`src/rtl/fir_coeff_bank_ctrl.sv`:
```
// fir_coeff_bank_ctrl
// Control stage for the 33-tap transposed FIR. A free-running divider
// produces the one-cycle sample strobe that drives the FIR's iEnAcc input.
// The tap coefficients are held in two banks. The host writes the shadow
// bank. The shadow bank is copied into the active bank only at a sample
// boundary, so one FIR update never sees a mix of old and new coefficients.
module fir_coeff_bank_ctrl #(
    parameter int NUM_TAP = 33,
    parameter int COEFF_W = 16,
    parameter int ADDR_W  = 6,
    parameter int DIV     = 12
) (
    input  logic                       iClk_12M,
    input  logic                       iRsn,
    input  logic                       iCoeffWrEn,
    input  logic [ADDR_W-1:0]          iCoeffAddr,
    input  logic [COEFF_W-1:0]         iCoeffData,
    input  logic                       iCommit,
    output logic                       oCommitBusy,
    output logic                       oWrErr,
    output logic                       oEnSample,
    output logic [NUM_TAP*COEFF_W-1:0] oCoeffBus
);

    localparam int CNT_W = (DIV > 1) ? $clog2(DIV) : 1;
    localparam logic [CNT_W-1:0]  CNT_MAX  = CNT_W'(DIV - 1);
    localparam logic [ADDR_W:0]   ADDR_LIM = (ADDR_W + 1)'(NUM_TAP);

    typedef enum logic {
        IDLE    = 1'b0,
        PENDING = 1'b1
    } state_t;

    state_t                           state_q, state_d;
    logic [CNT_W-1:0]                 cnt_q, cnt_d;
    logic                             en_sample_q, en_sample_d;
    logic                             wr_err_q, wr_err_d;
    logic [NUM_TAP-1:0][COEFF_W-1:0]  shadow_q, shadow_d;
    logic [NUM_TAP-1:0][COEFF_W-1:0]  active_q, active_d;
    logic                             addr_ok;
    logic                             wr_accept;

    // Divider: count 0..DIV-1 and raise the strobe in the cycle after DIV-1.
    always_comb begin
        cnt_d       = (cnt_q == CNT_MAX) ? '0 : cnt_q + CNT_W'(1);
        en_sample_d = (cnt_q == CNT_MAX);
    end

    // Host write port: accept in-range writes while no commit is pending.
    always_comb begin
        addr_ok   = ({1'b0, iCoeffAddr} < ADDR_LIM);
        wr_accept = iCoeffWrEn && (state_q == IDLE) && addr_ok;
        wr_err_d  = iCoeffWrEn && !wr_accept;
        shadow_d  = shadow_q;
        if (wr_accept) begin
            shadow_d[iCoeffAddr] = iCoeffData;
        end
    end

    // Commit FSM: hold a request until the strobe, then copy all taps at once.
    always_comb begin
        state_d  = state_q;
        active_d = active_q;
        case (state_q)
            IDLE: begin
                if (iCommit) begin
                    state_d = PENDING;
                end
            end
            PENDING: begin
                if (en_sample_q) begin
                    active_d = shadow_q;
                    state_d  = IDLE;
                end
            end
            default: state_d = IDLE;
        endcase
    end

    // State registers with synchronous active-low reset.
    always_ff @(posedge iClk_12M) begin
        if (!iRsn) begin
            state_q     <= IDLE;
            cnt_q       <= '0;
            en_sample_q <= 1'b0;
            wr_err_q    <= 1'b0;
            shadow_q    <= '0;
            active_q    <= '0;
        end else begin
            state_q     <= state_d;
            cnt_q       <= cnt_d;
            en_sample_q <= en_sample_d;
            wr_err_q    <= wr_err_d;
            shadow_q    <= shadow_d;
            active_q    <= active_d;
        end
    end

    assign oCommitBusy = (state_q == PENDING);
    assign oWrErr      = wr_err_q;
    assign oEnSample   = en_sample_q;
    assign oCoeffBus   = active_q;

endmodule

```
`config.mk`:
```
export PLATFORM = sky130hd
export DESIGN_NAME = fir_coeff_bank_ctrl
export DESIGN_NICKNAME = d
export VERILOG_FILES = /design/src/rtl/fir_coeff_bank_ctrl.sv
export SDC_FILE = /design/constraint.sdc
export NUM_CORES = 2
export LEC_CHECK = 0
export ABC_AREA = 1
export BUFFER_PORTS_ARGS = -buffer_cell sky130_fd_sc_hd__buf_2
export CORE_MARGIN = 3
export CORE_UTILIZATION = 40
export DETAILED_ROUTE_END_ITERATION = 8
export SYNTH_ARGS = -nofsm -noshare
export SYNTH_HDL_FRONTEND = slang
export SYNTH_SLANG_ARGS = --single-unit
```
`constraint.sdc`:
```
create_clock -name iClk_12M -period 1.7 [get_ports iClk_12M]
set_input_delay 0.255 -clock iClk_12M [delete_from_list [all_inputs] [get_ports iClk_12M]]
set_output_delay 0.255 -clock iClk_12M [all_outputs]
set_load 0.03 [all_outputs]
```
==> summary.txt <==
Run status
  • Status: completed

STA
  • Max Fclk: 0.595 GHz
  • Worst-margin pin slew: 0.551 ns
  • Final Slew Violations: 0
  • Clk_skew: 0.0264 ns
  • Final setup fails: 0
  • Fin crit period: 1.68 ns
  • Final period util: 98.9%
  • RSZ-0062 raised after global routing: yes
  • Final hold violations: 0
  • Worst slew margin: 62.9%
  • Final TNS setup: 0 ns

Route
  • Via/cell ratio: 5.11
  • Drt total wl: 129 mm
  • 1st-pass router iterations: 5
  • DRC: 0
  • DRC violation total after the first TritonRoute iteration: 3,558
  • Antenna Violating Nets Remaining: 0
  • Routed vias: 36.7k
  • WL per Instance: 18.0 µm

Place
  • Cells after DPL: 6,927
  • Placed Area: 0.0450 mm²
  • HPWL after detailed placement: 77.9 mm
  • Port buffer count: 556
  • Final GP Congestion: 0.782

Final layout
  • FF/Latch Area: 0.0213 mm²
  • Nets: 5,817
  • Final non-filler cell total: 7,175
  • Fin util: 50.6%
  • Cell area after layout: 0.0499 mm²
  • Fraction of layout cells with a size suffix above 1: 18.2%
  • Layout area overhead: 25.3%
  • Area taken by multi-input logic gates: 0.0163 mm²
  • Fillers: 9,491

GRT
  • Grt total ovfl: 0
  • Largest net degree at the start of global routing: 111
  • Vias in the first global route: 32.2k
  • GRT Util Overall: 23.1%
  • Met3 Usage GRT: 3.96%
  • Grt peak-use layer: met2
  • Grt met2 use: 36.3%
  • Grt met1 use: 32.2%
  • First-pass GRT wire length: 188 mm
  • Initial antenna violation count: 7

Worst setup path
  • Req. time, crit path: 2.25 ns
  • Crit path kind: register to register
  • CP Data Arrival Time: 2.23 ns
  • CP max FO: 32
  • Startpoint types: register
  • CP endpoint kind: register
  • R2R setup slack: 0.02 ns

Power
  • Power Dens Cells: 1060 mW/mm²
  • Combinational group share of total power: 5.9%
  • Clock power share: 47.0%
  • Seq pwr share: 47.2%
  • P_leak: 20.7 nW
  • Switching pwr: 12.2 mW
  • Peak supply drop: 0.000769 V
  • Internal Power: 40.7 mW
  • Sw frac: 23.1%

Clocking
  • Clock root buffer: clkbuf_16
  • TritonCTS clock tree: built
  • Reg clk slew, reported paths: 0.06 ns
  • CTS Buf Count: 110
  • Clock tree sinks: 1,063
  • Clock Latency Late Sink: 0.69 ns
  • Maximum root-to-sink buffer count: 3
  • CTS H-tree depth: 3

Synthesis
  • Seq/Total Area, Yosys: 53.5%
  • Share of the synthesized area in the top cell type: 53.5%
  • Most common library cells after synthesis: 1,657 x nor2_1, 1,063 x dfxtp_1, 569 x nand2_1
  • Synth warn: 0
  • Main combinational cell family by area after synthesis: simple AND/OR/NAND/NOR gates
  • Syn_nets: 5,374
  • Post-Synth Adder-Cell Area: 0.0314%
  • Compound-Gate Fraction of Synth Area: 12.9%
  • Ys async rst share: 0%
  • Mux share of post-synthesis cell area: 0%
  • Top cells by area, synth: dfxtp_1 53%, nor2_1 16%, o21ai_0 6.6%
  • Synth area leader: dfxtp_1
  • Post-Synthesis Cells: 5,347
  • Ys flop type: dfxtp_1
  • Syn Std Cell Area: 0.0398 mm²
  • Syn avg cell area: 7.44 µm²
  • Fraction of synthesized cell area in xor and xnor cells: 0.0220%
  • Post-Synth Simple-Gate Area: 27.4%
  • Post-synthesis cell type count: 18
  • Cell with the most instances after synthesis: nor2_1
  • Register bit total from synthesis: 1,063
  • EDFF count, synth: 0

Floorplan
  • Die height: 321 µm
  • Die ar.: 0.103 mm²
  • Standard-cell row count: 115
  • Core area: 0.0986 mm²
  • # IOs: 557
  • Initial Utilization: 40.4%
  • Die width: 321 µm

Job
  • Max_cap viols: 0

Worst hold path
  • Hold Path Class: input port to register
## registers in the layout, summed over array words and instances, names as in the netlist
signal,flops
cnt_q,4
oCoeffBus,528
oCommitBusy,1
oEnSample,1
oWrErr,1
shadow_q,528
## cell families (layout without fill, tap and decap cells)
| family | Yosys count | count (layout) |
|---|---|---|
| AO/OA/AOI/OAI | 1027 | 1027 |
| XOR/XNOR | 1 | 1 |
| adder cells (fa/ha/maj) | 1 | 1 |
| buffers and inverters | 518 | 1052 |
| flip-flops | 1063 | 1063 |
| other | 0 | 5 |
| AND/OR/NAND/NOR | 2737 | 2739 |
## stage by stage
step,hold slack (ns),setup WS [ns],total power [mW]
after floorplan,0.374,0.128,27.2
after global placement,0.433,-0.117,28.3
after detailed placement,0.440,-0.115,28.3
after CTS,0.0836,0.0103,53.1
after global routing,0.118,-0.0351,54.7
final,0.154,0.0188,53.0
## final cells by class
class                      instances  share of cell area [%]
clock inverter                    42                    1.01
clock buffer                     163                    6.51
antenna                            5                  0.0251
tap                             1287                    3.23
multi-input combinational       3768                    32.7
inverter                          27                   0.223
sequential                      1063                    42.7
timing repair buffer             820                    13.6
## power by group through the flow
stage               Combinational (mW)  Clock, mW  Sequential, mW
CTS                               2.74       25.4            25.0
detailed placement                2.73          0            25.5
global route                      3.35       26.3            25.0
global placement                  2.72          0            25.5
finish                            3.11       24.9            25.0
floorplan                         1.62          0            25.5
## final timing paths
kind,cells past startpoint,start,endpoint
worst max-delay path,6,oCommitBusy,oCoeffBus[482]
worst min-delay path,6,iCoeffData[11],shadow_q[523]
worst max register to register,6,oCommitBusy,oCoeffBus[482]
worst min register to register,1,cnt_q[0],cnt_q[0]
## repair_timing
action | CTS | global route
endpoints found under the setup margin | 6 | 320
buffers inserted | 0 | 4
hold buffers | 3 | 0
resized for setup | 3 | 87
pin swaps | 0 | 5
hold endpoints to repair | 8 | 0
gates cloned | 0 | 31
## layer usage
layer / part of all wire (%) / vias up
met1: 44 / 16922
met2: 46 / 1304
met3: 7.8 / 198
met4: 2.5 / 2
met5: 0.0085 / -
li1: - / 18259
## critical path: stages (launching register included)
cell and delay [ns]:
dfxtp_4 0.38, buf_4 0.12, nand2_4 0.10, buf_12 0.20
buf_12 0.19, o21ai_0 0.46, nor2_1 0.07
## cell usage in the layout, fill, tap and decap left out, types with 2 or more instances in the layout
cell type,netlist,routed
nor2_1,1657,1624
dfxtp_1,1063,1062
nand2_1,569,565
buf_2,152,554
o21ai_0,526,524
nand3_1,510,503
a21oi_1,497,490
clkbuf_16,0,136
buf_4,14,100
buf_12,0,91
nor2_2,0,30
buf_6,33,30
clkbuf_1,237,27
clkbuf_8,0,23
clkinv_2,0,22
inv_2,5,20
buf_16,0,16
bufinv_16,0,10
a21oi_2,0,7
nand3_2,0,6
diode_2,0,5
inv_1,22,5
o21ai_1,3,5
clkinvlp_4,0,5
nor2_4,0,3
nand2_8,0,3
inv_6,0,3
dlygate4sd3_1,0,3
buf_8,0,3
nand2_4,0,2
Note: power is estimated with default switching activity, not from simulation.
